### src/rtl/synchronous_multichannel_fifo_pkg.sv
// Shared types and helpers for the multichannel FIFO controller.
// Every channel owns a fixed, contiguous slice of one shared RAM.
package synchronous_multichannel_fifo_pkg;

  // Per-channel status, all decoded from the level register.
  typedef struct packed {
    logic empty;
    logic almost_empty;
    logic almost_full;
    logic full;
    logic lower_status;
    logic upper_status;
  } chan_flags_t;

  // The number of bits needed to hold values 0..n-1. It is never less than 1.
  function automatic int index_width(input int n);
    return (n < 2) ? 1 : $clog2(n);
  endfunction

  // The first RAM address of channel c. Both arguments are elaboration-time
  // constants or a small channel index, so this maps to a constant multiply.
  function automatic int channel_base(input int c, input int depth);
    return c * depth;
  endfunction

endpackage

### src/rtl/synchronous_multichannel_fifo_controller_channel.sv
// Per-channel queue state: the write and read pointers, the level, the flush
// and the status flags. The strobes arrive already qualified by the top level.
module fifo_channel_state
  import synchronous_multichannel_fifo_pkg::*;
#(
  parameter int DEPTH = 5,
  parameter int PTR_W = 3,
  parameter int LVL_W = 4
) (
  input  logic             clock,
  input  logic             reset,
  input  logic             write_strobe,
  input  logic             read_strobe,
  input  logic             flush,
  input  logic [LVL_W-1:0] lower_threshold_level,
  input  logic [LVL_W-1:0] upper_threshold_level,
  output logic [PTR_W-1:0] write_pointer,
  output logic [PTR_W-1:0] read_pointer,
  output logic [LVL_W-1:0] level,
  output chan_flags_t      flags
);

  logic [PTR_W-1:0] wr_ptr_q, wr_ptr_d, rd_ptr_q, rd_ptr_d;
  logic [LVL_W-1:0] level_q, level_d;

  // DEPTH does not have to be a power of two, so the wrap is explicit.
  function automatic logic [PTR_W-1:0] next_ptr(input logic [PTR_W-1:0] p);
    return (p == PTR_W'(DEPTH-1)) ? '0 : p + 1'b1;
  endfunction

  always_comb begin
    wr_ptr_d = wr_ptr_q;
    rd_ptr_d = rd_ptr_q;
    level_d  = level_q;
    if (flush) begin
      // Drop everything in the queue. The write pointer stays where it is.
      level_d  = '0;
      rd_ptr_d = wr_ptr_q;
    end else begin
      if (write_strobe) wr_ptr_d = next_ptr(wr_ptr_q);
      if (read_strobe)  rd_ptr_d = next_ptr(rd_ptr_q);
      if (write_strobe && !read_strobe)      level_d = level_q + 1'b1;
      else if (read_strobe && !write_strobe) level_d = level_q - 1'b1;
    end
  end

  always_ff @(posedge clock) begin
    if (reset) begin
      wr_ptr_q <= '0;
      rd_ptr_q <= '0;
      level_q  <= '0;
    end else begin
      wr_ptr_q <= wr_ptr_d;
      rd_ptr_q <= rd_ptr_d;
      level_q  <= level_d;
    end
  end

  assign write_pointer      = wr_ptr_q;
  assign read_pointer       = rd_ptr_q;
  assign level              = level_q;
  assign flags.empty        = (level_q == '0);
  assign flags.almost_empty = (level_q == LVL_W'(1));
  assign flags.almost_full  = (level_q == LVL_W'(DEPTH-1));
  assign flags.full         = (level_q == LVL_W'(DEPTH));
  assign flags.lower_status = (level_q <= lower_threshold_level);
  assign flags.upper_status = (level_q >= upper_threshold_level);

endmodule

### src/rtl/synchronous_multichannel_fifo_controller.sv
// Single-clock controller for CHANNELS FIFO queues that share one dual-port RAM.
// It does the channel decode, the RAM address muxing and the miss/error flags.
module synchronous_multichannel_fifo_controller
  import synchronous_multichannel_fifo_pkg::*;
#(
  parameter int WIDTH         = 8,
  parameter int DEPTH         = 5,
  parameter int CHANNELS      = 4,
  parameter int DEPTH_LOG2    = index_width(DEPTH),
  parameter int CHANNEL_LOG2  = index_width(CHANNELS),
  parameter int ADDRESS_WIDTH = index_width(CHANNELS*DEPTH)
) (
  input  logic                                 clock,
  input  logic                                 reset,
  input  logic [CHANNELS-1:0]                  flush,
  input  logic                                 write_enable,
  input  logic [CHANNEL_LOG2-1:0]              write_channel,
  input  logic [WIDTH-1:0]                     write_data,
  input  logic                                 read_enable,
  input  logic [CHANNEL_LOG2-1:0]              read_channel,
  output logic [WIDTH-1:0]                     read_data,
  output logic [CHANNELS-1:0]                  empty,
  output logic [CHANNELS-1:0]                  almost_empty,
  output logic [CHANNELS-1:0]                  almost_full,
  output logic [CHANNELS-1:0]                  full,
  output logic [CHANNELS*(DEPTH_LOG2+1)-1:0]   level,
  input  logic [DEPTH_LOG2:0]                  lower_threshold_level,
  output logic [CHANNELS-1:0]                  lower_threshold_status,
  input  logic [DEPTH_LOG2:0]                  upper_threshold_level,
  output logic [CHANNELS-1:0]                  upper_threshold_status,
  output logic                                 write_miss,
  output logic                                 read_error,
  output logic                                 memory_write_enable,
  output logic [ADDRESS_WIDTH-1:0]             memory_write_address,
  output logic [WIDTH-1:0]                     memory_write_data,
  output logic                                 memory_read_enable,
  output logic [ADDRESS_WIDTH-1:0]             memory_read_address,
  input  logic [WIDTH-1:0]                     memory_read_data
);

  localparam int LVL_W = DEPTH_LOG2 + 1;

  logic [CHANNELS-1:0]   wr_strobe, rd_strobe;
  logic [DEPTH_LOG2-1:0] wr_ptr [CHANNELS];
  logic [DEPTH_LOG2-1:0] rd_ptr [CHANNELS];
  logic [LVL_W-1:0]      lvl    [CHANNELS];
  chan_flags_t           flg    [CHANNELS];

  logic                  wr_sel_full, wr_sel_flush, rd_sel_empty, rd_sel_flush;
  logic [DEPTH_LOG2-1:0] wr_sel_ptr, rd_sel_ptr;
  logic                  do_write, do_read;
  logic                  write_miss_q, write_miss_d, read_error_q, read_error_d;

  for (genvar g = 0; g < CHANNELS; g++) begin : g_chan
    fifo_channel_state #(.DEPTH(DEPTH), .PTR_W(DEPTH_LOG2), .LVL_W(LVL_W)) u_state (
      .clock                 (clock),
      .reset                 (reset),
      .write_strobe          (wr_strobe[g]),
      .read_strobe           (rd_strobe[g]),
      .flush                 (flush[g]),
      .lower_threshold_level (lower_threshold_level),
      .upper_threshold_level (upper_threshold_level),
      .write_pointer         (wr_ptr[g]),
      .read_pointer          (rd_ptr[g]),
      .level                 (lvl[g]),
      .flags                 (flg[g])
    );
    assign empty[g]                  = flg[g].empty;
    assign almost_empty[g]           = flg[g].almost_empty;
    assign almost_full[g]            = flg[g].almost_full;
    assign full[g]                   = flg[g].full;
    assign lower_threshold_status[g] = flg[g].lower_status;
    assign upper_threshold_status[g] = flg[g].upper_status;
    assign level[g*LVL_W +: LVL_W]   = lvl[g];
  end

  // If a channel index does not match any channel, the write side treats it
  // as full and the read side treats it as empty. Such a request is rejected
  // and it is never taken as a flush.
  always_comb begin
    wr_sel_full  = 1'b1;
    wr_sel_flush = 1'b0;
    wr_sel_ptr   = '0;
    rd_sel_empty = 1'b1;
    rd_sel_flush = 1'b0;
    rd_sel_ptr   = '0;
    for (int c = 0; c < CHANNELS; c++) begin
      if (int'(write_channel) == c) begin
        wr_sel_full  = full[c];
        wr_sel_flush = flush[c];
        wr_sel_ptr   = wr_ptr[c];
      end
      if (int'(read_channel) == c) begin
        rd_sel_empty = empty[c];
        rd_sel_flush = flush[c];
        rd_sel_ptr   = rd_ptr[c];
      end
    end
    do_write     = write_enable && !wr_sel_full && !wr_sel_flush;
    do_read      = read_enable && !rd_sel_empty && !rd_sel_flush;
    write_miss_d = write_enable && !do_write && !wr_sel_flush;
    read_error_d = read_enable && !do_read && !rd_sel_flush;
    for (int c = 0; c < CHANNELS; c++) begin
      wr_strobe[c] = do_write && (int'(write_channel) == c);
      rd_strobe[c] = do_read && (int'(read_channel) == c);
    end
  end

  always_ff @(posedge clock) begin
    if (reset) begin
      write_miss_q <= 1'b0;
      read_error_q <= 1'b0;
    end else begin
      write_miss_q <= write_miss_d;
      read_error_q <= read_error_d;
    end
  end

  assign write_miss           = write_miss_q;
  assign read_error           = read_error_q;
  assign memory_write_enable  = do_write;
  assign memory_write_data    = write_data;
  assign memory_write_address = ADDRESS_WIDTH'(channel_base(int'(write_channel), DEPTH))
                              + ADDRESS_WIDTH'(wr_sel_ptr);
  assign memory_read_enable   = 1'b1;
  assign memory_read_address  = ADDRESS_WIDTH'(channel_base(int'(read_channel), DEPTH))
                              + ADDRESS_WIDTH'(rd_sel_ptr);
  assign read_data            = memory_read_data;

endmodule
### config.mk
export PLATFORM = sky130hd
export DESIGN_NAME = synchronous_multichannel_fifo_controller
export DESIGN_NICKNAME = d
export VERILOG_FILES = /design/src/rtl/synchronous_multichannel_fifo_pkg.sv /design/src/rtl/synchronous_multichannel_fifo_controller_channel.sv /design/src/rtl/synchronous_multichannel_fifo_controller.sv
export SDC_FILE = /design/constraint.sdc
export NUM_CORES = 1
export LEC_CHECK = 0
export ABC_AREA = 1
export BUFFER_PORTS_ARGS = -buffer_cell sky130_fd_sc_hd__buf_2
export CORE_MARGIN = 3
export CORE_UTILIZATION = 54
export DETAILED_ROUTE_END_ITERATION = 8
export HOLD_SLACK_MARGIN = 0.03
export PLACE_DENSITY = 0.92
export RECOVER_POWER = 100
export SYNTH_ARGS = -nofsm -noshare
export SYNTH_HDL_FRONTEND = slang
export SYNTH_SLANG_ARGS = --single-unit
### constraint.sdc
create_clock -name clock -period 3.52 [get_ports clock]
set_clock_uncertainty 0.15 [all_clocks]
set_input_delay 0.88 -clock clock [delete_from_list [all_inputs] [get_ports clock]]
set_output_delay 0.88 -clock clock [all_outputs]
set_load 0.02 [all_outputs]
==> reports/qor.csv, run 1 <==
metric,value,unit
run_status,"finished, violations left",
violations,negative setup slack,
p_sw,0.486,mW
startpoint_type,input pin,
tns,-0.589,ns
clkTransAtPathRegs,0.08,ns
maxClockFrequency,271,MHz
die_x,92.3,um
synth-xor-area-share,2.18,%
worst_hold_slack,0.342,ns
crit_chain,buf_8 -> nor2_4 -> inv_2 -> buf_4 -> o21ai_2 -> o21ai_1 -> ha_1 -> inv_1 -> fa_2 -> xnor2_4 -> buf_6,
route.detailed.wl_per_inst,15.5,um
drv_slew,0,
grt_max_degree,19,
grt_pass1_vias,4164,
synthCells,573,
cp_max_fo,4,
layout_worst_path_cycle_share,105,%
core,0.00702,sq mm
synth-adder-area-share,24.6,%
hpwl,8860,um
worstPathRequired,2.49,ns
hp-class,register to register,
clock_latency,0.31,ns
ctsLongestPathBuffers,2,
fillers,538,
p_clk_share,28.7,%
maxCapViolCount,0,
max_stage_delay,0.44,ns
area_delta_synth_final,20.4,%
initial_utilization,57.3,%
hold_viol,0,
portBuffers,72,
drt-vias-per-instance,5.70,
synth_top_family_by_area,adder cells,
place_congestion,0.916,
synthArstFlopShare,0,%
stdcell_count,757,
arrival,2.67,ns
rsz0062_at_grt,yes,
synth_compound_area_share,17.1,%
netlist_area,0.00402,sq mm
setup_violations,5,
vdd_ir_drop_max,0.000170,V
htree_levels,2,
pre_cts_ws,-0.289,ns
final_nets,774,
yosysWarningCount,0,
firstDrtPassIters,6,
syn-num-nets,687,
p_seq_share,37.4,%
synth_cell_types,35,
seq_area_frac_synth,20.9,%
drive_gt1_share,19.2,%
rows,30,
pwr-share-comb,33.9,%
internal-power,0.887,mW
ys_ff_latch,42,
swShare,35.4,%
dieArea,0.00852,sq mm
tritoncts,done,
io_pins,106,
synth_edf_count,0,
ant_nets,0,
track_usage,27.0,%
layout_min_cycle_time,3.70,ns
overflow,0,
finalPower,1.37,mW
die_h,92.3,um
drcViolationCount,0,
drt-total-wl,11700,um
cts_buffers,5,
synthMuxAreaShare,0,%
postCtsHoldBufs,0,
synth_ff_type,dfxtp_1,
place_inst,742,
antenna_found_initial,0,
cellPowerDensity,283,mW/mm^2
clock_sinks,42,
worst_setup_path_end_kind,output port,
setup_ws,-0.175,ns
dr.first_iter.drc_count,285,
antennaDiodeCount,0,
cp_slowest_cell,fa_2,
leakagePower,2.47,nW
ctsRootBufferMaster,clkbuf_8,
grt_pass1_wl,18800,um
synth_simple_gate_area_share,22.6,%
worstSetupPathType,input pin to output port,
avgSynthCellArea,7.02,sq um
vias,4314,
path summary, 6_finish.rpt:
path	from	endpoint	slack, ns	cells after the start
worst max-delay path	write_channel[0]	memory_write_address[3]	-0.18	11
worst min-delay path	g_chan[0].u_state.write_pointer[2]	g_chan[0].u_state.write_pointer[2]	0.34	2
worst max register to register	g_chan[3].u_state.level[1]	g_chan[1].u_state.level[3]	0.56	14
worst min register to register	g_chan[0].u_state.write_pointer[2]	g_chan[0].u_state.write_pointer[2]	0.34	2
critical path: cells and delay by family:
| family | cells | cell delay, ns |
|---|---|---|
| compound gates | 2 | 0.26 |
| xor+xnor | 1 | 0.17 |
| fa+ha+maj | 2 | 0.76 |
| buf+inv | 5 | 0.49 |
| simple gates | 1 | 0.11 |
cell type report:
type                       instances  area, sq um  area share (%)
inverter                          96          373            7.69
timing repair buffer             101          634            13.1
sequential                        42          841            17.4
clock inverter                     3         40.0           0.826
tap                               96          120            2.48
clock buffer                       5         68.8            1.42
multi-input combinational        414         2770            57.1
metal layers:
layer	GRT usage, %	vias up	share of wire, %	wire length (um)
met5	0	-	0	0
met3	5.85	42	7.1	825
met4	11.6	0	2.8	326
li1	-	2086	-	-
met2	49.9	182	52	6070
met1	29.5	2004	38	4480
cells in the final DEF, fill, tap and decap left out, types with 11 or more instances in the layout:
cell      count
ha_1         71
buf_4        27
nand4_1      11
nor3_1       14
a21oi_1      48
nand3_1      36
inv_1        84
buf_2        44
nor2_1       37
o21ai_0      38
nand2_1      83
clkbuf_1     18
dfxtp_1      42
registers in the layout, indices dropped and copies added, names as in the netlist:
signal	count
g_chan.u_state.level	16
g_chan.u_state.read_pointer	12
g_chan.u_state.write_pointer	12
read_error	1
write_miss	1
metrics by stage:
stage                     utilization [%]  instance area, sq um
after global routing                 69.0                  4850
after detailed placement             65.0                  4570
final                                69.0                  4850
after CTS                            69.0                  4840
after global placement               65.0                  4570
after floorplan                         -                  4070
kinds of logic after synthesis:
family | count (synthesis)
simple gates | 201
compound gates | 124
buf+inv | 117
fa+ha+maj | 78
flops | 42
xor+xnor | 10
other cells | 1
cell usage after synthesis (all sizes together) (2+ instances only):
master	n	area, sq um
xnor2	9	78.8
fa	2	40.0
dfxtp	42	841
a21boi	3	22.5
nor2	41	156
clkbuf	2	7.51
inv	93	349
o211ai	9	67.6
o22ai	10	62.6
buf	19	138
nor3b	3	22.5
nand3	37	200
or2	4	25.0
o21ai	45	225
a21oi	48	240
nand4	11	68.8
nand2	88	338
nor3	16	91.3
ha	76	951
clkinv	3	11.3
o21a	2	15.0
o21bai	4	30.0
repair_timing:
item | in CTS | in global routing
setup buffers | 5 | 2
gates resized for setup | 44 | 11
setup endpoints to repair | 6 | 6
pin swaps | 18 | 7
power groups by stage:
stage	logic [mW]	registers [mW]	clock network, mW
finish	0.465	0.513	0.395
floorplan	0.299	0.526	0
CTS	0.449	0.512	0.392
global route	0.511	0.516	0.412
detailed placement	0.413	0.523	0
global placement	0.388	0.522	0
Power figures use the tool's default switching activity.
==> inputs of run 2 (changes only) <==
--- a/config.mk
+++ b/config.mk
@@ -8,10 +8,11 @@
 export ABC_AREA = 1
 export BUFFER_PORTS_ARGS = -buffer_cell sky130_fd_sc_hd__buf_2
 export CORE_MARGIN = 3
-export CORE_UTILIZATION = 54
+export CORE_UTILIZATION = 55
+export CTS_BUF_LIST = sky130_fd_sc_hd__clkbuf_2
 export DETAILED_ROUTE_END_ITERATION = 8
 export HOLD_SLACK_MARGIN = 0.03
-export PLACE_DENSITY = 0.92
+export PLACE_DENSITY = 0.94
 export RECOVER_POWER = 100
 export SYNTH_ARGS = -nofsm -noshare
 export SYNTH_HDL_FRONTEND = slang
==> run 2 against run 1 <==
The run still ends with negative setup slack left. Sequential cell count stayed put. Routed wire length grew 0.56%. Clock power decreased by 24%. Register-to-register slack improved by 0.11 ns. Worst hold slack better by 0.038 ns. Final cell count down 0.26%. Combinational power about the same. Critical path depth did not move. Sequential share of layout area rose by 0.17 points.
==> reports/qor.csv, run 2 (synthesized netlist as in run 1, its figures left out) <==
metric,value,unit,change
antennaDiodeCount,0,,unchanged
hpwl,8720,um,-1.5%
hold_viol,0,,unchanged
clock_sinks,42,,unchanged
ctsLongestPathBuffers,2,,unchanged
dieArea,0.00838,sq mm,-1.7%
initial_utilization,57.9,%,+0.62 points
setup_ws,-0.235,ns,-0.0596 ns
cp_slowest_cell,fa_2,,
worstPathRequired,2.49,ns,about the same
cellPowerDensity,267,mW/mm^2,-5.7%
r2r_setup_slack,0.67,ns,+0.11 ns
final_nets,772,,-0.26%
violations,negative setup slack,,
layout_min_cycle_time,3.75,ns,+0.0596 ns
ff_latch_area,841,sq um,unchanged
ant_nets,0,,unchanged
cts_buffers,5,,unchanged
antenna_found_initial,0,,unchanged
rows,30,,unchanged
grt_util_met2,49.1,%,-0.85 points
setup_violations,5,,unchanged
final_util,69.1,%,about the same
maxClockFrequency,266,MHz,-1.6%
tns,-0.662,ns,-0.0732 ns
met1_usage,30.7,%,+1.2 points
arrival,2.72,ns,+0.05 ns
grt_pass1_wl,18900,um,+0.37%
worstSetupPathType,input pin to output port,,
hp-start,g_chan[0].u_state.write_pointer[2],,
reg2reg_from,g_chan[0].u_state.level[1],,
core,0.00694,sq mm,-1.1%
io_pins,106,,unchanged
leakagePower,2.46,nW,-0.61%
overflow,0,,unchanged
drv_slew,0,,unchanged
r2r-end,g_chan[0].u_state.level[3],,
dr.first_iter.drc_count,461,,+62%
vias,4341,,+0.63%
max_stage_delay,0.38,ns,-0.06 ns
drt-vias-per-instance,5.75,,+0.89%
hold_depth,2,,unchanged
stdcell_count,755,,-0.26%
grt_max_degree,19,,unchanged
grt_pass1_vias,4227,,+1.5%
drcViolationCount,0,,unchanged
run_status,"finished, violations left",,
maxCapViolCount,0,,unchanged
place_inst,745,,+0.40%
cp_common_cell,inv_2,,
met3_usage,4.81,%,-1.0 points
place_congestion,0.937,,+2.3%
die_x,91.5,um,-0.85%
firstDrtPassIters,5,,-1
crit_chain,buf_8 -> nor2_4 -> inv_2 -> o211ai_1 -> o21ai_1 -> ha_1 -> ha_2 -> inv_2 -> fa_2 -> xnor2_4 -> buf_6,,
ctsRootBufferMaster,clkbuf_2,,
multi_input_area,0.00277,sq mm,about the same
drt-total-wl,11800,um,+0.56%
grt_busiest_layer,met2,,
area_delta_synth_final,19.2,%,
die_h,91.5,um,-0.85%
layout_worst_path_cycle_share,107,%,+1.7 points
clkTransAtPathRegs,0.21,ns,+0.13 ns
rsz0062_at_grt,yes,,
track_usage,27.2,%,+0.15 points
r2r_cells,15,,+1
cp_max_fo,4,,unchanged
mostFrequentLayoutCell,nand2_1,,
largest_reg_flops,16,,unchanged
hold_path_end,g_chan[0].u_state.write_pointer[2],,
vdd_ir_drop_max,0.000152,V,-11%
tritoncts,done,,
hp-class,register to register,,
portBuffers,72,,unchanged
startpoint_type,input pin,,
clock_latency,0.43,ns,+0.12 ns
route.detailed.wl_per_inst,15.6,um,+0.82%
worst_setup_path_end_kind,output port,,
drive_gt1_share,19.0,%,-0.25 points
htree_levels,2,,unchanged
mostFrequentLayoutCells,"nand2_1, inv_1, ha_1",,
fillers,519,,-3.5%
-- run 2: metrics by stage --
step           area, sq um  hold slack (ns)  setup slack, ns  power, mW
6_report              4800            0.380           -0.235       1.28
5_1_grt               4800            0.405           -0.296       1.35
4_1_cts               4790            0.359           -0.210       1.26
3_5_place_dp          4590            0.333           -0.305      0.937
3_3_place_gp          4590            0.321           -0.199      0.912
2_1_floorplan         4070            0.304          -0.0283      0.825
-- run 2: layout make-up --
class / count / area share, %
multi-input combinational: 414 / 57.7
sequential: 42 / 17.5
timing repair buffer: 99 / 13.2
inverter: 96 / 7.77
tap: 96 / 2.50
clock buffer: 7 / 0.730
clock inverter: 1 / 0.626
-- run 2: worst max-delay path by stage --
stage,from,end,slack (ns),cells after the start
after floorplan,read_channel[0],memory_read_address[3],-0.03,10
after global placement,write_channel[1],memory_write_address[3],-0.20,12
after detailed placement,write_channel[1],memory_write_address[3],-0.31,12
after CTS,write_channel[0],memory_write_address[2],-0.21,11
after global routing,write_channel[0],memory_write_address[3],-0.30,11
final,write_channel[0],memory_write_address[3],-0.23,11
-- run 2: routing by layer --
layer / up-vias / wire (um)
met3: 54 / 926
met1: 1987 / 4670
met4: 0 / 439
li1: 2075 / -
met5: - / 0
met2: 225 / 5730
-- run 2: where the power goes --
group / switching (mW) / total (mW) / internal, mW
logic: 0.280 / 0.466 / 0.186
clock network: 0.175 / 0.301 / 0.126
registers: 0.0214 / 0.515 / 0.494
total: 0.476 / 1.28 / 0.806
-- run 2: repair_timing --
item | CTS | global route
setup buffers | 1 | 1
pin swaps | 12 | 9
hold buffers | 0 | 0
endpoints found under the setup margin | 6 | 6
hold endpoints to repair | 0 | 0
resized for setup | 44 | 13
-- run 2: worst max-delay path, delay by kind of cell --
family / cells / cell delay, ns
adder cells (fa/ha/maj): 3 / 0.86
buffers and inverters: 4 / 0.35
AO/OA/AOI/OAI: 2 / 0.34
XOR/XNOR: 1 / 0.17
AND/OR/NAND/NOR: 1 / 0.12
==> inputs of run 3 (changes only) <==
--- a/config.mk
+++ b/config.mk
@@ -14,6 +14,7 @@
 export HOLD_SLACK_MARGIN = 0.03
 export PLACE_DENSITY = 0.94
 export RECOVER_POWER = 100
+export SKIP_CTS_REPAIR_TIMING = 1
 export SYNTH_ARGS = -nofsm -noshare
 export SYNTH_HDL_FRONTEND = slang
 export SYNTH_SLANG_ARGS = --single-unit
==> run 3 against run 2 <==
The flow still finishes with violations (negative setup slack). Routed wire length down 0.19%. Final cell count up 0.13%. Total power down 0.83%. First-iteration DRC count is 6.3% lower. Setup slack got worse by 0.022 ns. Clock power down 1%. Critical path type unchanged. Largest power group unchanged.
==> reports/qor.csv, run 3 (synthesized netlist as in run 1, its figures left out) <==
metric,value,unit,change
startpoint_type,input pin,,
layout_min_cycle_time,3.78,ns,+0.0217 ns
hp-class,register to register,,
arrival,2.75,ns,+0.03 ns
maxClockFrequency,265,MHz,-0.57%
route.detailed.wl_per_inst,15.5,um,-0.32%
grt_max_degree,19,,unchanged
clock_sinks,42,,unchanged
portBuffers,72,,unchanged
die_x,91.5,um,unchanged
htree_levels,2,,unchanged
drive_gt1_share,19.1,%,+0.12 points
largest_reg_flops,16,,unchanged
firstDrtPassIters,8,,+3
setup_violations,5,,unchanged
max_stage_delay,0.57,ns,+0.19 ns
drcViolationCount,0,,unchanged
grt_util_met2,46.8,%,-2.3 points
crit_buf_inv,6,,+2
maxCapViolCount,0,,unchanged
run_status,"finished, violations left",,
grt_pass1_vias,4149,,-1.8%
ant_nets,0,,unchanged
vdd_ir_drop_max,0.000219,V,+45%
setup_ws,-0.256,ns,-0.0217 ns
vias,4383,,+0.97%
hp-start,g_chan[0].u_state.write_pointer[2],,
leakagePower,2.46,nW,+0.25%
worst_setup_path_end_kind,output port,,
dr.first_iter.drc_count,432,,-6.3%
hpwl,8720,um,unchanged
met1_usage,29.6,%,-1.1 points
overflow,0,,unchanged
cts_buffers,5,,unchanged
r2r_setup_slack,0.69,ns,+0.02 ns
drv_slew,0,,unchanged
r2r-end,g_chan[0].u_state.level[2],,
core,0.00694,sq mm,unchanged
ctsRootBufferMaster,clkbuf_2,,
hold_viol,0,,unchanged
initial_utilization,57.9,%,unchanged
clkTransAtPathRegs,0.21,ns,about the same
cp_max_fo,4,,unchanged
cp_common_cell,inv_2,,
layout_worst_path_cycle_share,107,%,+0.62 points
mostFrequentLayoutCells,"nand2_1, inv_1, ha_1",,
place_congestion,0.937,,unchanged
met3_usage,4.31,%,-0.50 points
clock_latency,0.43,ns,about the same
ctsLongestPathBuffers,2,,unchanged
dieArea,0.00838,sq mm,unchanged
violations,negative setup slack,,
worstPathRequired,2.49,ns,about the same
drt-vias-per-instance,5.80,,+0.83%
cp_slowest_cell,fa_2,,
reg2reg_from,g_chan[3].u_state.level[1],,
track_usage,26.0,%,-1.2 points
rsz0062_at_grt,yes,,
rows,30,,unchanged
antennaDiodeCount,0,,unchanged
tritoncts,done,,
drt-total-wl,11700,um,-0.19%
io_pins,106,,unchanged
antenna_found_initial,0,,unchanged
grt_pass1_wl,18200,um,-3.8%
die_h,91.5,um,unchanged
cellPowerDensity,265,mW/mm^2,-0.75%
final_nets,773,,+0.13%
worstSetupPathType,input pin to output port,,
final_util,69.0,%,about the same
hold_depth,2,,unchanged
cpLargestDelayFamily,adder cells,,
area_delta_synth_final,19.2,%,about the same
tns,-0.700,ns,-0.0388 ns
hold_path_end,g_chan[0].u_state.write_pointer[2],,
r2r_cells,13,,-2
crit_chain,buf_8 -> inv_4 -> nor2_4 -> inv_2 -> o211ai_1 -> o21ai_1 -> ha_1 -> ha_2 -> inv_2 -> fa_2 -> inv_2 -> buf_6,,
grt_busiest_layer,met2,,
## run 3: tightest hold or removal path, stage by stage, from the launching register on
cell	delay (ns)
dfxtp_1	0.38
nand2_1	0.07
a21oi_1	0.06
## run 3: metal layers
| metal | up-vias | wire [um] |
|---|---|---|
| li1 | 2074 | - |
| met1 | 2013 | 4430 |
| met2 | 240 | 5870 |
| met3 | 56 | 1010 |
| met4 | 0 | 420 |
| met5 | - | 0 |
## run 3: where the power goes
group | total (mW) | internal [mW] | switching [mW]
registers | 0.515 | 0.494 | 0.0214
clock network | 0.297 | 0.126 | 0.171
logic | 0.459 | 0.183 | 0.276
## run 3: metrics by stage
| stage | total power, mW | setup WS, ns | area [sq um] | hold WS [ns] | std cells |
|---|---|---|---|---|---|
| after global placement | 0.912 | -0.199 | 4590 | 0.321 | 745 |
| after global routing | 1.34 | -0.311 | 4790 | 0.390 | 756 |
| final | 1.27 | -0.256 | 4790 | 0.367 | 756 |
| after floorplan | 0.825 | -0.0283 | 4070 | 0.304 | 573 |
| after CTS | 1.23 | -0.370 | 4650 | 0.359 | 753 |
| after detailed placement | 0.937 | -0.305 | 4590 | 0.333 | 745 |
## run 3: worst max path at each step
stage / from / to / slack, ns / depth (start not counted)
2_1_floorplan: read_channel[0] / memory_read_address[3] / -0.03 / 10
3_3_place_gp: write_channel[1] / memory_write_address[3] / -0.20 / 12
3_5_place_dp: write_channel[1] / memory_write_address[3] / -0.31 / 12
4_1_cts: write_channel[1] / memory_write_address[3] / -0.37 / 12
5_1_grt: write_channel[1] / memory_write_address[2] / -0.31 / 12
6_report: write_channel[1] / memory_write_address[2] / -0.26 / 12
## run 3: cell type report
type	count	area, sq um
Clock buffer	7	35.0
Clock inverter	1	30.0
Fill cell	511	2150
Inverter	96	368
Multi-Input combinational cell	414	2760
Sequential cell	42	841
Tap cell	96	120
Timing Repair Buffer	100	638
